[src/rtl/tc_pkg.sv]
// ============================================================================
//  Module  : tc_pkg
//  Brief   : Shared types, constants and the signed-16 saturation helper for
//            the 2x2 tensor-core result drain. Honours SAT16_PACK_EN.
//  Rev     : 1.0  initial release
// ============================================================================
`default_nettype none

package tc_pkg;

   typedef enum logic [1:0] {
      IDLE     = 2'd0,
      WAIT_BLK = 2'd1,
      SEND     = 2'd2,
      DONE     = 2'd3
   } drain_state_t;

`ifdef SAT16_PACK_EN
   localparam int WORDS_PER_TILE = 2;
`else
   localparam int WORDS_PER_TILE = 4;
`endif

   // Wide enough for any accumulator width the drain is built with.
   localparam int SAT_IN_W = 64;

   localparam logic signed [SAT_IN_W-1:0] SAT16_MAX = 64'sd32767;
   localparam logic signed [SAT_IN_W-1:0] SAT16_MIN = -64'sd32768;

   function automatic logic [15:0] sat16(input logic signed [SAT_IN_W-1:0] v);
      logic [15:0] r;
      if (v > SAT16_MAX)
         r = 16'h7FFF;
      else if (v < SAT16_MIN)
         r = 16'h8000;
      else
         r = v[15:0];
      return r;
   endfunction

endpackage

`default_nettype wire

[src/rtl/result_drain.sv]
// ============================================================================
//  Module  : result_drain
//  Brief   : Captures the four PE accumulators per 2x2 tile, pulses acc_clear
//            and streams the results as 32-bit words over valid/ready.
//            Build option SAT16_PACK_EN: saturate to int16, pack two per word.
//  Rev     : 1.0  initial release
// ============================================================================
`default_nettype none

module result_drain
   import tc_pkg::*;
#(
   parameter int ACC_W  = 32,
   parameter int SIZE_W = 17,
   parameter int BUS_W  = 32
) (
   input  logic                    clk,
   input  logic                    reset_n,
   input  logic [SIZE_W-1:0]       size,
   input  logic                    start,
   input  logic                    blk_valid,
   output logic                    blk_ready,
   input  logic signed [ACC_W-1:0] c11,
   input  logic signed [ACC_W-1:0] c12,
   input  logic signed [ACC_W-1:0] c21,
   input  logic signed [ACC_W-1:0] c22,
   output logic                    acc_clear,
   output logic [BUS_W-1:0]        out_data,
   output logic                    out_valid,
   input  logic                    out_ready,
   output logic                    busy,
   output logic                    done
);

   localparam logic [1:0] c_LAST_IDX = 2'(WORDS_PER_TILE - 1);

   drain_state_t            r_state;
   drain_state_t            w_next_state;
   logic [31:0]             r_tiles;
   logic [31:0]             r_tile_cnt;
   logic [1:0]              r_idx;
   logic                    r_acc_clear;
   logic signed [ACC_W-1:0] r_h11;
   logic signed [ACC_W-1:0] r_h12;
   logic signed [ACC_W-1:0] r_h21;
   logic signed [ACC_W-1:0] r_h22;

   logic [SIZE_W-1:0]       w_half;
   logic [31:0]             w_tile_total;
   logic                    w_capture;
   logic                    w_hs;
   logic                    w_last_word;
   logic                    w_last_tile;
   logic [31:0]             w_word;

   // Odd sizes drop their last row/column: size[0] is shifted away.
   assign w_half       = size >> 1;
   assign w_tile_total = 32'(w_half) * 32'(w_half);

   assign w_capture   = (r_state == WAIT_BLK) && blk_valid;
   assign w_hs        = (r_state == SEND) && out_ready;
   assign w_last_word = (r_idx == c_LAST_IDX);
   assign w_last_tile = (r_tile_cnt == r_tiles - 32'd1);

   always_ff @(posedge clk or negedge reset_n) begin
      if (!reset_n)
         r_state <= IDLE;
      else
         r_state <= w_next_state;
   end

   always_comb begin
      w_next_state = r_state;
      case (r_state)
         IDLE:     if (start) w_next_state = (w_tile_total == 32'd0) ? DONE : WAIT_BLK;
         WAIT_BLK: if (blk_valid) w_next_state = SEND;
         SEND:     if (out_ready && w_last_word) w_next_state = w_last_tile ? DONE : WAIT_BLK;
         DONE:     w_next_state = IDLE;
         default:  w_next_state = IDLE;
      endcase
   end

   always_ff @(posedge clk or negedge reset_n) begin
      if (!reset_n) begin
         r_tiles     <= '0;
         r_tile_cnt  <= '0;
         r_idx       <= '0;
         r_acc_clear <= 1'b0;
         r_h11       <= '0;
         r_h12       <= '0;
         r_h21       <= '0;
         r_h22       <= '0;
      end else begin
         r_acc_clear <= w_capture;
         if ((r_state == IDLE) && start) begin
            r_tiles    <= w_tile_total;
            r_tile_cnt <= '0;
         end
         if (w_capture) begin
            r_h11 <= c11;
            r_h12 <= c12;
            r_h21 <= c21;
            r_h22 <= c22;
            r_idx <= '0;
         end
         if (w_hs) begin
            if (w_last_word) begin
               r_idx      <= '0;
               r_tile_cnt <= w_last_tile ? 32'd0 : r_tile_cnt + 32'd1;
            end else begin
               r_idx <= r_idx + 2'd1;
            end
         end
      end
   end

   // Word mux reads only holding registers, so data is stable across stalls.
   always_comb begin
      w_word = '0;
      if (r_state == SEND) begin
`ifdef SAT16_PACK_EN
         case (r_idx)
            2'd0:    w_word = {sat16(SAT_IN_W'(r_h12)), sat16(SAT_IN_W'(r_h11))};
            default: w_word = {sat16(SAT_IN_W'(r_h22)), sat16(SAT_IN_W'(r_h21))};
         endcase
`else
         case (r_idx)
            2'd0:    w_word = 32'(r_h11);
            2'd1:    w_word = 32'(r_h12);
            2'd2:    w_word = 32'(r_h21);
            default: w_word = 32'(r_h22);
         endcase
`endif
      end
   end

   assign out_data  = BUS_W'(w_word);
   assign out_valid = (r_state == SEND);
   assign blk_ready = (r_state == WAIT_BLK);
   assign acc_clear = r_acc_clear;
   assign busy      = (r_state != IDLE);
   assign done      = (r_state == DONE);

endmodule

`default_nettype wire
[config.mk]
export PLATFORM = sky130hd
export DESIGN_NAME = result_drain
export DESIGN_NICKNAME = d
export VERILOG_FILES = /design/src/rtl/tc_pkg.sv /design/src/rtl/result_drain.sv
export SDC_FILE = /design/constraint.sdc
export NUM_CORES = 1
export LEC_CHECK = 0
export ABC_AREA = 1
export ABC_CLOCK_PERIOD_IN_PS = 3900
export CAP_MARGIN = 15
export CORE_MARGIN = 3
export CORE_UTILIZATION = 29
export DETAILED_ROUTE_END_ITERATION = 7
export GPL_TIMING_DRIVEN = 1
export MAX_ROUTING_LAYER = met4
export PLACE_DENSITY = 0.56
export SETUP_SLACK_MARGIN = 0.05
export SYNTH_ARGS = -nofsm -noshare
export SYNTH_HDL_FRONTEND = slang
export SYNTH_SLANG_ARGS = --single-unit
[constraint.sdc]
create_clock -name clk -period 3.9 [get_ports clk]
set_input_delay 0.78 -clock clk [delete_from_list [all_inputs] [get_ports clk]]
set_output_delay 0.78 -clock clk [all_outputs]
set_load 0.005 [all_outputs]
After elaboration in Yosys (flattened, before gate mapping)
Index checks and enable logic that the tools add are counted.
W data, S select, Z words.
{"block": "word_totals", "regBits": 197, "wordCells": 48}
{"block": "classes", "n_addsub": 3, "mul": 1, "eq_ne": 10, "n_mux": 15, "reduce_logical": 10}
{"operator": "$mux W32", "count": 5}
{"operator": "$pmux W32 S3", "count": 1}
{"operator": "$add A32 B1 Y32 const B", "count": 1}
{"operator": "$eq A32 B32 Y1", "count": 1}
{"operator": "$logic_not A32 Y1", "count": 1}
{"operator": "$mul A16 B16 Y32", "count": 1}
{"operator": "$sub A32 B1 Y32 const B", "count": 1}
{"operator": "$mux W2", "count": 8}
{"operator": "$eq A2 B2 Y1 const B", "count": 4}
{"operator": "$pmux W2 S4", "count": 1}
{"operator": "$eq A2 B1 Y1 const B", "count": 2}
{"operator": "$logic_and A1 B1 Y1", "count": 4}
{"operator": "$logic_not A2 Y1", "count": 2}
{"operator": "$ne A2 B2 Y1 const B", "count": 2}
{"operator": "$reduce_bool A2 Y1", "count": 2}
{"operator": "$reduce_and A3 Y1", "count": 1}
{"operator": "$add A2 B1 Y2 const B", "count": 1}
{"operator": "$ne A2 B1 Y1 const B", "count": 1}

Depth between registers and ports, before layout
{"block": "depth", "ltp_word": 5, "ltp_mapped": 33}

Worst setup path before layout
No wires, ideal clock.
{"block": "synth_path", "path_type": "input port to flip-flop", "from": "in size[2]", "to": "reg r_state[1]", "setup_time_ps": 71, "t_arrival_ps": 6003, "setup_slack_ps": -2175, "cell_stages": 32, "cell_sequence": "clkbuf_1 > clkbuf_1 > nand2_1 > inv_1 > fa_1 > inv_1 > fa_1 > inv_1 > fa_1 > inv_1 > fa_1 > inv_1 > fa_1 > inv_1 > fa_1 > inv_1 > ha_1 > nand2_1 > inv_1 > a21oi_1 > nor2_1 > nor2_1 > nand2_1 > nand2_1 > nand2_1 > nor2_1 > nand2_1 > nor2_1 > nand3_1 > nor2_1 > nor2_1 > nor2_1"}
{"block": "synth_between", "elab_chain_cells": 5}
{"item": "from (decl)", "line_no": "result_drain.sv:19", "text": "input logic [SIZE_W-1:0] size,"}
{"item": "$mul A16 B16 Y32", "line_no": "result_drain.sv:58", "text": "assign w_tile_total = 32'(w_half) * 32'(w_half);"}
{"item": "$logic_not A32 Y1", "line_no": "result_drain.sv:75", "text": "IDLE: if (start) w_next_state = (w_tile_total == 32'd0) ? DONE : WAIT_BLK;"}
{"item": "$mux W2 (2 in a row)", "line_no": "result_drain.sv:75"}
{"item": "$pmux W2 S4", "line_no": "result_drain.sv:74", "text": "case (r_state)"}
{"item": "to (signal assigned)", "line_no": "result_drain.sv:69", "text": "r_state <= w_next_state;"}
{"item": "to (decl)", "line_no": "result_drain.sv:37", "text": "drain_state_t r_state;"}
Every way passes these cells. The select of a mux whose other input is x is not followed.
A chain may end at the register's enable or synchronous reset.

Final worst setup path
{"block": "layout_path", "from": "in size[9]", "to": "reg r_state[1]"}
The elaborated chain is that of the path after synthesis.

==> run_results.csv <==
group,metric,value,unit
timing,fmax,178.1,MHz
cells_and_area,final_cells,3828,
placed_design,dp_hpwl,41.67,mm
yosys,synthXorXnorAreaFrac,3.568,%
timing,timing.slew.headroom,17.78,%
cells_and_area,final_area,26260,sq um
yosys,synthAdderAreaFrac,24.56,%
timing,skew,20.37,ps
global_route,grt_antenna_before_repair,2,
yosys,avgSynthCellArea,7.214,sq um
worst_setup_path,r2r_slack,1330,ps
worst_setup_path,crit_type,"input pin to register",
detailed_routing,drtIter0Drc,1102,
die,die_h,259.6,microns
run_status,status,"complete, but fails checks",
cells_and_area,register_area,4905,sq um
timing,period_minus_slack,5614,ps
clock_tree,cts.sinks,196,
worst_setup_path,critPathTopFamily,"adder cells",
yosys,ys_ff_latch,196,
yosys,synth_edf_count,0,
placed_design,portBuffers,185,
cells_and_area,final_util,41.48,%
placed_design,placed_cell_area,23320,sq um
timing,setup_ws,-1714,ps
cells_and_area,fill_cells,6466,
detailed_routing,dr_total_vias,17255,
die,die_x,259.6,microns
cells_and_area,syn_to_final_growth,40.77,%
yosys,synthMuxAreaShare,0,%
worst_setup_path,path_max_fanout,5,
die,die-area,67400,sq um
yosys,yosysWarnings,0,
clock_tree,clkLatencyLatePin,460,ps
clock_tree,cts_root_buf,"clkbuf_16",
run_status,violations,"negative setup slack",
yosys,synthTopCellsByArea,"dfrtp_1 26%, nand2_1 19%, fa_1 17%",
yosys,synth_top_family_by_area,"simple AND/OR/NAND/NOR gates",
global_route,grt_pass1_vias,17630,
yosys,synth_fp_nets,3005,
yosys,async_flop_share,100.0,%
timing,rsz0062_at_grt,"yes",
global_route,grt_max_degree,130,
yosys,synth.cell_area,18650,sq um
worst_setup_path,crit_path_end_kind,"register",
timing,finalCritPeriodShare,144.0,%
die,io_pins,187,
detailed_routing,vias_per_cell,4.508,
yosys,synth_top_area_cell,"dfrtp_1",
cells_and_area,nets,3386,
yosys,synth-main-ff-cell,"dfrtp_1",
timing,hold_viol,0,
timing,hold_slack,394.0,ps
placed_design,place_congestion,0.8904,
detailed_routing,route.detailed.drc,0,
flow_run,cap_violations,0,
worst_setup_path,critical_path_buf_inv_count,7,
min_path,min_path_type,"input pin to async pin",
worst_setup_path,startpoint_type,"input pin",
clock_tree,numCtsBuffers,17,
worst_setup_path,worstPathArrival,5990,ps
yosys,synth-compound-area-share,5.681,%
timing,setup_viol,27,
global_route,grt_overflow,0,
timing,report.final.slew_viol_count,0,
clock_tree,cts_tree,"yes",
die,rows,92,
detailed_routing,antenna_left,0,
detailed_routing,wl,56.02,mm
detailed_routing,drt-pass1-iter-count,5,
cells_and_area,multiInputGateArea,13540,sq um
cells_and_area,drive_gt1_share,24.80,%
timing,tightest_slew,1232,ps
global_route,grt_first_pass_wirelength,91.63,mm
die,start_util,29.46,%
clock_tree,cts_max_level,4,
detailed_routing,post_drt_wl_per_cell,14.63,microns
yosys,syn_inst,2586,
yosys,yosys.area.top_type_share,26.29,%
global_route,track_usage,17.21,%
worst_setup_path,critPathMaxStageDelay,550,ps
worst_setup_path,slowest_stage,"fa_1",
worst_setup_path,crit_required,4280,ps
die,fp.coreArea,63310,sq um
clock_tree,clkTransAtPathRegs,70,ps
yosys,synthSimpleGateAreaFrac,29.10,%
yosys,ys_types,42,
yosys,ys_seq_area_share,26.29,%
placed_design,place_inst,3741,
clock_tree,clockBufferDepth,2,
-- cell usage after synthesis (all sizes together), types with 26 or more instances --
master  instances
nand4          26
xor2           54
nor2          185
fa            162
o21ai          65
clkbuf         95
inv           425
nand2         966
nand3         105
dfrtp         196
a21oi          62
a31oi          45
ha            107
-- placed cells by master (no fill, tap or decap), types with 47 or more instances in the layout --
cell type and count:
buf_4 208, buf_6 56, clkdlybuf4s50_1 168, dfrtp_1 196, fa_1 149, ha_1 74
inv_1 346, inv_2 66, nand2_1 816, nand2_2 95, nand2_4 52, nand3_1 73
nor2_1 143, o21ai_0 47, xor2_1 50
-- logic make-up (layout without fill, tap and decap cells) --
family / after synthesis / count (layout)
compound gates: 191 / 191
xor+xnor: 76 / 76
fa+ha+maj: 269 / 269
buf+inv: 529 / 923
flops: 196 / 196
other cells: 0 / 2
simple gates: 1325 / 1325
-- layout make-up --
| cell class | instances | area share (%) |
|---|---|---|
| antenna | 2 | 0.01906 |
| clock buffer | 17 | 1.620 |
| clock inverter | 15 | 0.9387 |
| inverter | 425 | 6.199 |
| multi-input combinational | 1861 | 51.57 |
| sequential | 196 | 18.68 |
| tap | 846 | 4.031 |
| timing repair buffer | 466 | 16.94 |
-- path summary, 6_finish.rpt --
path                                   startpoint                 endpoint  cells past startpoint
max in group asynchronous                 reset_n  r_tiles[12]$_DFFE_PN0P_                      2
min in group clk             r_h22[1]$_DFFE_PN0P_     r_h22[1]$_DFFE_PN0P_                      2
hold / removal                            reset_n    r_h11[14]$_DFFE_PN0P_                      1
setup / recovery                          size[9]   r_state[1]$_DFFE_PN0P_                     30
setup reg to reg           r_tiles[0]$_DFFE_PN0P_  r_tile_cnt[9]$_DFF_PN0_                     14
hold reg to reg              r_h22[1]$_DFFE_PN0P_     r_h22[1]$_DFFE_PN0P_                      2
-- registers in the layout (all words and copies together), names as in the netlist --
name / cells
r_state: 2
r_tile_cnt: 32
acc_clear: 1
r_h12: 32
r_h22: 32
r_tiles: 31
r_h11: 32
r_idx: 2
r_h21: 32
-- metrics by stage --
| step | setup WS [ps] | TNS [ps] |
|---|---|---|
| floorplan | -1840 | -35170 |
| global placement | -2583 | -58150 |
| detailed placement | -2592 | -59110 |
| CTS | -1617 | -33180 |
| global route | -1976 | -38400 |
| finish | -1714 | -34180 |
-- per-layer routing --
| metal | GRT usage, % | wire length, microns |
|---|---|---|
| met1 | 22.54 | 25680 |
| met2 | 28.97 | 27720 |
| met3 | 1.831 | 1451 |
| met4 | 3.472 | 1166 |
| met5 | - | 0 |
-- what timing repair did --
action,CTS,global route
endpoints found under the setup margin,28,28
gates resized for setup,393,190
hold endpoints to repair,0,0
cloned,4,0
pin swaps,165,108
hold buffers,0,0
buffers inserted,53,14
Power is left out: the tool's default activity adds up to more than one toggle a clock period on the data nets, which glitch-free logic cannot reach.
